===== config.mk =====
export PLATFORM = sky130hd
export DESIGN_NAME = fifo_gen_thresh_flat
export DESIGN_NICKNAME = d
export VERILOG_FILES = /design/src/rtl/fifo_gen_pkg.sv /design/src/rtl/fifo_gen_thresh_if.sv /design/src/rtl/fifo_gen_ram.sv /design/src/rtl/fifo_gen_thresh.sv /design/src/flat_wrapper.sv
export SDC_FILE = /design/constraint.sdc
export NUM_CORES = 1
export LEC_CHECK = 0
export CAP_MARGIN = 20
export CORE_AREA = 2 2 58 60
export CTS_CLUSTER_SIZE = 24
export DETAILED_ROUTE_END_ITERATION = 10
export DIE_AREA = 0 0 60 62
export GPL_ROUTABILITY_DRIVEN = 0
export PLACE_DENSITY = 0.61
export SLEW_MARGIN = 10
export SYNTH_ARGS = -nofsm -noshare
export SYNTH_HDL_FRONTEND = slang
export SYNTH_SLANG_ARGS = --single-unit

===== constraint.sdc =====
create_clock -name clk -period 2.7 [get_ports clk]
set_input_delay 0.54 -clock clk [delete_from_list [all_inputs] [get_ports clk]]
set_output_delay 0.54 -clock clk [all_outputs]
set_load 0.01 [all_outputs]

===== src/rtl/fifo_gen_pkg.sv =====
// Shared constants, types and helpers for the fifo_gen family.
package fifo_gen_pkg;

    localparam int unsigned DEF_DEPTH_IDX = 2;
    localparam int unsigned DEF_WIDTH     = 4;
    localparam int unsigned DEF_AE_THRESH = 1;
    localparam int unsigned PTR_W_MAX     = 8;

    // Widest legal pointer; each instance narrows it to DEPTH_IDX bits.
    typedef logic [PTR_W_MAX-1:0] ptr_max_t;

    // Count must represent 0..DEPTH inclusive, hence one bit beyond the pointer.
    function automatic int unsigned count_width(input int unsigned depth_idx);
        return depth_idx + 1;
    endfunction

    function automatic int unsigned def_af_thresh(input int unsigned depth_idx);
        return (1 << depth_idx) - 1;
    endfunction

endpackage


===== src/rtl/fifo_gen_thresh_if.sv =====
// Handshake, data and status bundle between the FIFO and its producer/consumer.
interface fifo_gen_thresh_if
    import fifo_gen_pkg::*;
#(
    parameter int unsigned DEPTH_IDX = DEF_DEPTH_IDX,
    parameter int unsigned WIDTH     = DEF_WIDTH
) ();
    localparam int unsigned COUNT_W = count_width(DEPTH_IDX);

    logic               flush;
    logic               in_val;
    logic               in_rdy;
    logic [WIDTH-1:0]   in_data;
    logic               out_val;
    logic               out_rdy;
    logic [WIDTH-1:0]   out_data;
    logic [COUNT_W-1:0] count;
    logic               almost_full;
    logic               almost_empty;

    modport slave (
        input  flush, in_val, in_data, out_rdy,
        output in_rdy, out_val, out_data, count, almost_full, almost_empty
    );

    modport master (
        output flush, in_val, in_data, out_rdy,
        input  in_rdy, out_val, out_data, count, almost_full, almost_empty
    );
endinterface


===== src/rtl/fifo_gen_ram.sv =====
// WIDTH x 2**DEPTH_IDX register array: one synchronous write port, one combinational read port.
module fifo_gen_ram #(
    parameter int unsigned DEPTH_IDX = 2,
    parameter int unsigned WIDTH     = 4
) (
    input  logic                 clk,
    input  logic                 we,
    input  logic [DEPTH_IDX-1:0] waddr,
    input  logic [WIDTH-1:0]     wdata,
    input  logic [DEPTH_IDX-1:0] raddr,
    output logic [WIDTH-1:0]     rdata
);
    localparam int unsigned DEPTH = 1 << DEPTH_IDX;

    logic [WIDTH-1:0] mem [DEPTH];

    // Contents are deliberately not reset; validity is tracked by the count.
    always_ff @(posedge clk) begin
        if (we) mem[waddr] <= wdata;
    end

    assign rdata = mem[raddr];
endmodule


===== src/rtl/fifo_gen_thresh.sv =====
// FWFT circular FIFO with occupancy count, almost-full/empty flags and synchronous flush.
// Define FIFO_GEN_THRESH_BYPASS_EN for a zero-latency pass-through when empty.
module fifo_gen_thresh
    import fifo_gen_pkg::*;
#(
    parameter int unsigned DEPTH_IDX = DEF_DEPTH_IDX,
    parameter int unsigned WIDTH     = DEF_WIDTH,
    parameter int unsigned AF_THRESH = def_af_thresh(DEPTH_IDX),
    parameter int unsigned AE_THRESH = DEF_AE_THRESH
) (
    input  logic             clk,
    input  logic             rst,
    fifo_gen_thresh_if.slave bus
);
    localparam int unsigned DEPTH   = 1 << DEPTH_IDX;
    localparam int unsigned COUNT_W = count_width(DEPTH_IDX);

    typedef logic [DEPTH_IDX-1:0] ptr_t;

    ptr_t               wr_ptr;
    ptr_t               rd_ptr;
    logic [COUNT_W-1:0] count;
    logic [WIDTH-1:0]   rdata;
    logic               bypass;
    logic               in_rdy;
    logic               out_val;
    logic               wr_en;
    logic               rd_en;

`ifdef FIFO_GEN_THRESH_BYPASS_EN
    assign bypass = (count == '0) & bus.in_val & bus.out_rdy & ~bus.flush;
`else
    assign bypass = 1'b0;
`endif

    // Flags come from the registered count only, so out_rdy never reaches in_rdy.
    assign in_rdy  = (count != COUNT_W'(DEPTH)) & ~bus.flush;
    assign out_val = ((count != '0) | bypass) & ~bus.flush;

    // A bypassed entry is consumed in flight and never touches storage.
    assign wr_en = bus.in_val & in_rdy & ~bypass;
    assign rd_en = out_val & bus.out_rdy & ~bypass;

    assign bus.in_rdy       = in_rdy;
    assign bus.out_val      = out_val;
    assign bus.out_data     = bypass ? bus.in_data : rdata;
    assign bus.count        = count;
    assign bus.almost_full  = (count >= COUNT_W'(AF_THRESH));
    assign bus.almost_empty = (count <= COUNT_W'(AE_THRESH));

    fifo_gen_ram #(
        .DEPTH_IDX (DEPTH_IDX),
        .WIDTH     (WIDTH)
    ) u_ram (
        .clk   (clk),
        .we    (wr_en),
        .waddr (wr_ptr),
        .wdata (bus.in_data),
        .raddr (rd_ptr),
        .rdata (rdata)
    );

    // Pointers wrap naturally; full/empty are resolved by count alone.
    always_ff @(posedge clk or posedge rst) begin
        if (rst) begin
            wr_ptr <= '0;
            rd_ptr <= '0;
            count  <= '0;
        end else if (bus.flush) begin
            wr_ptr <= '0;
            rd_ptr <= '0;
            count  <= '0;
        end else begin
            if (wr_en) wr_ptr <= ptr_t'(wr_ptr + ptr_t'(1));
            if (rd_en) rd_ptr <= ptr_t'(rd_ptr + ptr_t'(1));
            unique case ({wr_en, rd_en})
                2'b10:   count <= COUNT_W'(count + COUNT_W'(1));
                2'b01:   count <= COUNT_W'(count - COUNT_W'(1));
                default: count <= count;
            endcase
        end
    end
endmodule

===== src/flat_wrapper.sv =====
// flat-port wrapper written by rule: the top's interface ports become plain ports
module fifo_gen_thresh_flat import fifo_gen_pkg::*;
#(
    parameter int unsigned DEPTH_IDX = DEF_DEPTH_IDX,
    parameter int unsigned WIDTH     = DEF_WIDTH,
    parameter int unsigned AF_THRESH = def_af_thresh(DEPTH_IDX),
    parameter int unsigned AE_THRESH = DEF_AE_THRESH
)
  (clk, rst, bus_flush, bus_in_val, bus_in_data, bus_out_rdy, bus_in_rdy, bus_out_val, bus_out_data, bus_count, bus_almost_full, bus_almost_empty);
  fifo_gen_thresh_if #(.DEPTH_IDX(DEPTH_IDX), .WIDTH(WIDTH)) bus_i ();
  input  logic clk;
  input  logic rst;
  input wire logic [$bits(bus_i.flush)-1:0] bus_flush;
  input wire logic [$bits(bus_i.in_val)-1:0] bus_in_val;
  input wire logic [$bits(bus_i.in_data)-1:0] bus_in_data;
  input wire logic [$bits(bus_i.out_rdy)-1:0] bus_out_rdy;
  output wire logic [$bits(bus_i.in_rdy)-1:0] bus_in_rdy;
  output wire logic [$bits(bus_i.out_val)-1:0] bus_out_val;
  output wire logic [$bits(bus_i.out_data)-1:0] bus_out_data;
  output wire logic [$bits(bus_i.count)-1:0] bus_count;
  output wire logic [$bits(bus_i.almost_full)-1:0] bus_almost_full;
  output wire logic [$bits(bus_i.almost_empty)-1:0] bus_almost_empty;
  assign bus_i.flush = bus_flush;
  assign bus_i.in_val = bus_in_val;
  assign bus_i.in_data = bus_in_data;
  assign bus_i.out_rdy = bus_out_rdy;
  assign bus_in_rdy = bus_i.in_rdy;
  assign bus_out_val = bus_i.out_val;
  assign bus_out_data = bus_i.out_data;
  assign bus_count = bus_i.count;
  assign bus_almost_full = bus_i.almost_full;
  assign bus_almost_empty = bus_i.almost_empty;
  fifo_gen_thresh #(.DEPTH_IDX(DEPTH_IDX), .WIDTH(WIDTH), .AF_THRESH(AF_THRESH), .AE_THRESH(AE_THRESH)) u_core (.clk(clk), .rst(rst), .bus(bus_i));
endmodule

# Yosys cells after proc, flatten, opt, wreduce, memory -nomap -nowiden
# Memories as Yosys holds them, arrays and structs flattened.
# Index checks and enable logic that the tools add are counted.
# Widths: inputs -> output; s select.
# op_classes
n_addsub,4
order_cmp,2
eq_ne,3
n_mux,8
n_bitwise,5
reduce_logical,4
# op_table
op,n
$mux 2,4
$pmux 3 s2,1
$reduce_bool 3->1,2
$add 2x1->2 const B,2
$and 1x1->1,4
$reduce_bool 2->1,2
$add 3x1->3 const B,1
$ge 3x2->1 const B,1
$le 3x1->1 const B,1
$mux 3,1
$ne 3x3->1 const B,1
$sub 3x1->3 const B,1
$eq 2x1->1 const B,1
$eq 2x2->1 const B,1
$mux 1,2
$not 1->1,1
# totals
reg_bits,7
ramBits,16
inputBits,9
output_inout_bits,11
wordCells,30
memories,1
# mem_list
name,words,word_bits,rd,rd_ports_with_merged_regs,write_ports,line_no,source
u_core.u_ram.mem,4,4,1,0,1,fifo_gen_ram.sv:15,logic [WIDTH-1:0] mem [DEPTH];

# Depth between registers and ports, before layout
# Gate-level depths: netlist of the first run.
# logic_depth
word_depth,6
ltp_mapped,6
depth_no_buf,6

# Hierarchy
# From an unflattened synthesis of the first run, not the netlist that was laid out.
# unflattened
cells_unflattened,80
area_unflattened_um2,1118.6
# modules_own_cells
mod,instances,cells_per_inst,area_each_um2,seq_area_each_um2
fifo_gen_ram,1,24,616.8,480.5
fifo_gen_thresh,1,56,501.7,175.2

# Worst setup path before layout of the first run
# Ideal clock, no wire load.
# synth_path
path_kind,reg2reg
from,register u_core.count[0] (netlist: u_core.bus.count[0])
to,"memory u_core.u_ram.mem[0][0], enable pin"
setup_ns,0.309
t_arrival_ns,1.499
t_required_ns,2.391
slack_ns,0.892
path_stages_with_launch,6
path_buffers,0
synth_period_minus_slack_ns,1.808
path_cell_list,dfrtp_1 -> inv_1 -> ha_1 -> a21bo_2 -> nor2_1 -> and2_1
# synth_between
elab_chain_cells,5
# synth_rtl
item,line_no,source
start: declaration,fifo_gen_thresh.sv:22,logic [COUNT_W-1:0] count;
start signal: assignment,fifo_gen_thresh.sv:77,2'b10: count <= COUNT_W'(count + COUNT_W'(1));
start signal: assignment,fifo_gen_thresh.sv:78,2'b01: count <= COUNT_W'(count - COUNT_W'(1));
start signal: assignment,fifo_gen_thresh.sv:79,default: count <= count;
$ne 3x3->1,fifo_gen_thresh.sv:37,assign in_rdy = (count != COUNT_W'(DEPTH)) & ~bus.flush;
$and 1x1->1,fifo_gen_thresh.sv:37,
$and 1x1->1,fifo_gen_thresh.sv:41,assign wr_en = bus.in_val & in_rdy & ~bypass;
$mux 1,fifo_gen_ram.sv:19,if (we) mem[waddr] <= wdata;
$mux 1 (implied by the code),fifo_gen_ram.sv:19,
end: declaration,fifo_gen_ram.sv:15,
# Every way passes these cells.

# Worst setup path in the final report of the first run
# layout_path
from,register u_core.rd_ptr[0]
to,output port bus_out_data[0]
# layout_between
elab_chain_cells,1
# layout_rtl
item,line_no,source
start: declaration,fifo_gen_thresh.sv:21,ptr_t rd_ptr;
start signal: assignment,fifo_gen_thresh.sv:75,if (rd_en) rd_ptr <= ptr_t'(rd_ptr + ptr_t'(1));
$mem_v2 4x4,n/a,
end: declaration,flat_wrapper.sv:19,output wire logic [$bits(bus_i.out_data)-1:0] bus_out_data;
# Every way passes these cells.

==> results of run 1 <==
-- metal layers --
metal,global-route usage [%],wire [microns],vias up
li1,-,-,366
met1,18.18,1017,357
met2,18.32,981,12
met3,2.484,55,2
met4,5.714,17,0
met5,0,0,-
-- cell families (layout without fill, tap and decap cells) --
kind of cell / after synthesis / count (layout)
adder cells (fa/ha/maj): 9 / 9
XOR/XNOR: 2 / 2
AO/OA/AOI/OAI: 19 / 19
buffers and inverters: 11 / 31
flip-flops: 23 / 23
multiplexers: 4 / 4
AND/OR/NAND/NOR: 23 / 23
-- cell type report --
class	instances	area (sq um)
Multi-Input combinational cell	57	476.7
Sequential cell	23	655.6
Clock buffer	3	22.52
Tap cell	46	57.56
Inverter	7	26.28
Fill cell	313	1738
Clock inverter	1	5.005
Timing Repair Buffer	20	197.7
-- metrics by stage --
step / total power [mW] / utilization [%] / cells
after floorplan: 0.6933 / - / 91
after global placement: 0.8330 / 44.47 / 153
after detailed placement: 0.8418 / 44.47 / 153
after CTS: 1.005 / 45.34 / 157
after global routing: 1.063 / 45.34 / 157
final: 0.9901 / 45.34 / 157
-- cell usage in the layout (no fill, tap or decap), drive strengths merged --
| cell | n |
|---|---|
| clkdlybuf4s50 | 19 |
| edfxtp | 16 |
| a21oi | 9 |
| ha | 9 |
| inv | 7 |
| dfrtp | 7 |
| nor2 | 6 |
| nand2 | 4 |
| mux4 | 4 |
| and2 | 4 |
| nand2b | 4 |
| clkbuf | 3 |
| o21ai | 3 |
| xor2 | 2 |
| a211oi | 2 |
| a21bo | 1 |
| o211ai | 1 |
| o211a | 1 |
| nor3 | 1 |
| or3 | 1 |
| o31ai | 1 |
| nand3 | 1 |
| nand3b | 1 |
| or3b | 1 |
| a31oi | 1 |
| clkinv | 1 |
| buf | 1 |
-- power groups by stage --
stage | combinational (mW) | sequential (mW) | clock, mW
2_1_floorplan | 0.253 | 0.440 | 0
6_report | 0.380 | 0.451 | 0.159
4_1_cts | 0.384 | 0.453 | 0.168
3_3_place_gp | 0.375 | 0.458 | 0
5_1_grt | 0.423 | 0.460 | 0.180
3_5_place_dp | 0.381 | 0.461 | 0
-- worst max-delay path by stage --
stage / from / endpoint / slack, ns
5_1_grt: u_core.bus.count[0] / bus_in_rdy / 0.11
2_1_floorplan: u_core.bus.count[0] / u_core.u_ram.mem[0][0] / 0.89
3_3_place_gp: bus_flush / bus_out_val / 0.44
6_report: u_core.rd_ptr[0] / bus_out_data[0] / 0.21
4_1_cts: u_core.rd_ptr[0] / bus_out_data[0] / 0.16
3_5_place_dp: bus_flush / bus_out_val / 0.41
-- flip-flops by register name, indices dropped and copies added (netlist names) --
signal and count:
u_core.rd_ptr 2, u_core.u_ram.mem 16, u_core.wr_ptr 2, u_core.bus.count 3
-- critical path, cell delays in order, from the launching register on --
cell	delay (ns)
dfrtp_1	0.58
mux4_2	0.56
clkdlybuf4s50_1	0.50
==> impl_metrics.tcl, run 1 <==
set metrics [dict create \
    fp-row-count 21 \
    cts_resized 0 \
    drv_cap 0 \
    worst_pin_slew_ns 0.3688 \
    status "completed" \
    synth_simple_gate_area_share_pct 10.76 \
    reg2reg_from "u_core.bus.count[0]" \
    synthMuxAreaShare_pct 7.595 \
    routed_wl_microns 2071 \
    cts_buffers 3 \
    drc 0 \
    power_switching_share_pct 32.51 \
    cts.sinks 23 \
    area_delta_synth_final_pct 21.52 \
    cts.htree.levels 1 \
    io_buffer_count 19 \
    seq_power_share_pct 45.6 \
    cts_tree "built" \
    post-route-min-period_ns 2.486 \
    syn_inst 91 \
    synth_edf_count 16 \
    async_flop_share_pct 30.43 \
    fin_area_sq_um 1441 \
    synth_cell_types 30 \
    crit_fanout 6 \
    synth_seq_area_share_pct 55.27 \
    rrSetupSlack_ns 0.68 \
    r2r_cells 5 \
    drv_slew 0 \
    yosys.area.top_type "edfxtp_1" \
    root_buffer "clkbuf_4" \
    clkPwrFrac_pct 16.1 \
    wire_per_inst_microns 13.19 \
    detail_route.first_pass.iterations 4 \
    setup_slack_ns 0.2136 \
    yosysWarningCount 0 \
    ios 20 \
    hold_path_class "in -> async" \
    hold_violations 0 \
    antenna_found_initial 0 \
    power_switching_mw 0.3219 \
    power_leakage_nw 0.5353 \
    coreArea_sq_um 3179 \
    p_per_area_nw_per_um2 686.9 \
    die_w_microns 60 \
    synth_area_sq_um 1186 \
    start_kind "flop" \
    via_per_inst 4.694 \
    ys_ff_latch 23 \
    setup-tns-final_ns 0 \
    p_int_mw 0.6682 \
    grt-ovfl-total 0 \
    ir_drop_uv 234.7 \
    setup_violations 0 \
    antenna_cells 0 \
    route.vias.total 737 \
    syn_nets 109 \
    synth_top_area_share_pct 40.51 \
    synth_compound_area_share_pct 10.86 \
    yosys-top-cells-count "edfxtp_1 (16), a21oi_1 (9), ha_1 (9), dfrtp_1 (7), inv_1 (7)" \
    p_comb_share_pct 38.4 \
    clock_path_buffers 2 \
    ys.flop_type "edfxtp_1" \
    cp.arrival_ns 1.95 \
    drive_gt1_share_pct 10.81 \
    holdWs_ns 0.4576 \
    clk_latency_ns 0.31 \
    grt.total_usage_pct 12.57 \
    nets 130 \
    synth-xor-area-share_pct 1.477 \
    fin_crit_sh_pct 92.09 \
    path_class "reg -> out" \
    fmax_mhz 402.2 \
    fin_worst_skew_ns 0.004526 \
    rsz0062_at_grt "false" \
    initial_core_util_pct 37.31 \
    synth_top_family_by_area "compound AO/OA/AOI/OAI gates" \
    grt_pass1_wl_microns 3346 \
    placed_cell_area_sq_um 1414 \
    dp_worst_setup_slack_ns 0.4098 \
    synth_most_common_cell "edfxtp_1" \
    endpoint_kind "output pin" \
    postCtsHoldBufs 0 \
    hpwl_microns 1499 \
    dr.first_iter.drc_count 15 \
    worst_slew_margin_rel_pct 75.42 \
    netlist_top_cells_area "edfxtp_1 (41%), dfrtp_1 (15%), ha_1 (9.5%), mux4_2 (7.6%), a21oi_1 (3.8%)" \
    r2r-end "u_core.u_ram.mem[3][1]" \
    grt_pass1_vias 691 \
    synth.avg_cell_area_sq_um 13.03 \
    chipHeight_microns 62 \
    dieArea_sq_um 3720 \
    cp.required_ns 2.16 \
    cts.clk_slew.worst_paths_ns 0.13 \
    synthAdderAreaFrac_pct 9.494 \
    grt_start_max_net_pins 14 \
    ant_nets 0 \
    post_cts_buffers 0 \
]
No activity file was read; power rests on OpenSTA's default activity.
==> run 2, diff against run 1 <==
--- a/config.mk
+++ b/config.mk
@@ -12,7 +12,6 @@
 export DIE_AREA = 0 0 60 62
 export GPL_ROUTABILITY_DRIVEN = 0
 export PLACE_DENSITY = 0.61
-export SLEW_MARGIN = 10
 export SYNTH_ARGS = -nofsm -noshare
 export SYNTH_HDL_FRONTEND = slang
 export SYNTH_SLANG_ARGS = --single-unit
==> results of run 2 <==
No change in the layout: final DEF, timing and power equal those of run 1.
==> run 3, diff against run 2 <==
--- a/config.mk
+++ b/config.mk
@@ -6,12 +6,14 @@
 export NUM_CORES = 1
 export LEC_CHECK = 0
 export CAP_MARGIN = 20
+export CELL_PAD_IN_SITES_DETAIL_PLACEMENT = 0
+export CELL_PAD_IN_SITES_GLOBAL_PLACEMENT = 1
 export CORE_AREA = 2 2 58 60
 export CTS_CLUSTER_SIZE = 24
 export DETAILED_ROUTE_END_ITERATION = 10
 export DIE_AREA = 0 0 60 62
 export GPL_ROUTABILITY_DRIVEN = 0
-export PLACE_DENSITY = 0.61
+export PLACE_DENSITY = 0.73
 export SYNTH_ARGS = -nofsm -noshare
 export SYNTH_HDL_FRONTEND = slang
 export SYNTH_SLANG_ARGS = --single-unit
==> run 3 against run 2 <==
Effect of this change:
- via count fell by 2.6%
- fmax grew 0.38%
- clock-buffer cell count is the same
- critical path type unchanged
- highest routed layer unchanged
==> impl_metrics.tcl, run 3 (synthesis results as in run 1) <==
set metrics [dict create \
    routed_wl_microns 1951 \
    fin_area_sq_um 1441 \
    grt-ovfl-total 0 \
    drc 0 \
    setup_violations 0 \
    final_common_cell "clkdlybuf4s50_1" \
    p_int_mw 0.6684 \
    grt.total_usage_pct 12.70 \
    nets 130 \
    largest_reg_flops 16 \
    ios 20 \
    slowest_stage "dfrtp_1" \
    fin_util_pct 45.34 \
    detail_route.first_pass.iterations 4 \
    power_switching_share_pct 31.81 \
    fin_crit_sh_pct 91.74 \
    io_buffer_count 19 \
    wire_per_inst_microns 12.43 \
    dp_worst_setup_slack_ns 0.4131 \
    initial_core_util_pct 37.31 \
    p_comb_share_pct 38.3 \
    clkPwrFrac_pct 15.8 \
    placed_cell_area_sq_um 1414 \
    area_delta_synth_final_pct 21.52 \
    rsz0062_at_grt "false" \
    hold_path_class "in -> async" \
    design_power_total_mw 0.9801 \
    antenna_cells 0 \
    ant_nets 0 \
    p_per_area_nw_per_um2 680.0 \
    die_w_microns 60 \
    fillers 307 \
    power_switching_mw 0.3118 \
    path_class "reg -> out" \
    coreArea_sq_um 3179 \
    endpoint_kind "output pin" \
    postCtsHoldBufs 0 \
    regArea_sq_um 655.6 \
    reg_top3 "u_core.u_ram.mem (16), u_core.bus.count (3)" \
    dr.first_iter.drc_count 22 \
    post_cts_buffers 0 \
    fp-row-count 21 \
    hpwl_microns 1502 \
    drv_slew 0 \
    clk_latency_ns 0.31 \
    drive_gt1_share_pct 10.81 \
    worst_pin_slew_ns 0.3618 \
    cp.arrival_ns 1.94 \
    via_per_inst 4.573 \
    cts_buffers 3 \
    setup-tns-final_ns 0 \
    cts.clk_slew.worst_paths_ns 0.12 \
    worst_slew_margin_rel_pct 75.80 \
    post-route-min-period_ns 2.477 \
    clock_path_buffers 2 \
    drv_cap 0 \
    ir_drop_uv 321.3 \
    fin_worst_skew_ns 0.006951 \
    most-common-layout-cells "clkdlybuf4s50_1 (19), edfxtp_1 (16), a21oi_1 (9), ha_1 (9)" \
    grt_start_max_net_pins 14 \
    cp.required_ns 2.16 \
    root_buffer "clkbuf_4" \
    power_leakage_nw 0.5353 \
    start_kind "flop" \
    crit_fanout 6 \
    dieArea_sq_um 3720 \
    antenna_found_initial 0 \
    cts.sinks 23 \
    cts_tree "built" \
    chipHeight_microns 62 \
    hold_violations 0 \
    cts_resized 0 \
    crit_family "flip-flops" \
    cts.htree.levels 1 \
    seq_power_share_pct 45.8 \
    status "completed" \
    critPathBufInv 1 \
    crit_chain "mux4_2 > clkdlybuf4s50_1" \
    grt_pass1_vias 735 \
    regMostFlops "u_core.u_ram.mem" \
    route.vias.total 718 \
    setup_slack_ns 0.2230 \
    fmax_mhz 403.7 \
    grt_pass1_wl_microns 3325 \
    critPathMaxStageDelay_ns 0.57 \
    multi_input_area_sq_um 476.7 \
]
run 3: cell counts in the layout (fill, tap and decap cells not counted):
No cell type changed its count.
run 3: final timing paths:
check / slack, ns / depth (start not counted) / to / start
max in group asynchronous: 2.03 / 2 / u_core.bus.count[1] / rst
worst max-delay path: 0.22 / 2 / bus_out_data[1] / u_core.rd_ptr[0]
worst min-delay path: 0.44 / 2 / u_core.bus.count[0] / rst
worst min register to register: 0.59 / 2 / u_core.wr_ptr[0] / u_core.wr_ptr[0]
worst max register to register: 0.71 / 5 / u_core.u_ram.mem[0][3] / u_core.bus.count[0]
min in group clk: 0.59 / 2 / u_core.wr_ptr[0] / u_core.wr_ptr[0]
run 3: final cells by class:
cell class                 instances  share of cell area [%]
inverter                           7                   1.823
sequential                        23                   45.49
clock buffer                       3                   1.563
tap                               46                   3.993
multi-input combinational         57                   33.07
timing repair buffer              20                   13.72
clock inverter                     1                  0.3472
run 3: through the flow:
step                      hold slack, ns  cells
after floorplan                   0.3434     91
after global placement            0.5598    153
after detailed placement          0.5864    153
after CTS                         0.4358    157
after global routing              0.4554    157
final                             0.4433    157
run 3: layer usage:
metal | GRT usage, % | share of wire, % | wire (microns) | up-vias
li1 | - | - | - | 364
met1 | 16.56 | 46 | 900 | 336
met2 | 20.19 | 48 | 946 | 14
met3 | 3.727 | 3.7 | 72 | 4
met4 | 4.762 | 1.6 | 31 | 0
met5 | 0 | 0 | 0 | -
run 3: power by group through the flow:
stage | sequential, mW | clock, mW | combinational (mW)
2_1_floorplan | 0.440 | 0 | 0.253
3_3_place_gp | 0.458 | 0 | 0.374
3_5_place_dp | 0.460 | 0 | 0.380
4_1_cts | 0.452 | 0.167 | 0.382
5_1_grt | 0.458 | 0.178 | 0.422
6_report | 0.449 | 0.155 | 0.376
run 3: worst register-to-register path, delay by kind of cell, from the launching register on:
family | cells | cell delay, ns
compound gates | 1 | 0.27
fa+ha+maj | 1 | 0.31
buf+inv | 1 | 0.11
flops | 1 | 0.45
simple gates | 2 | 0.55
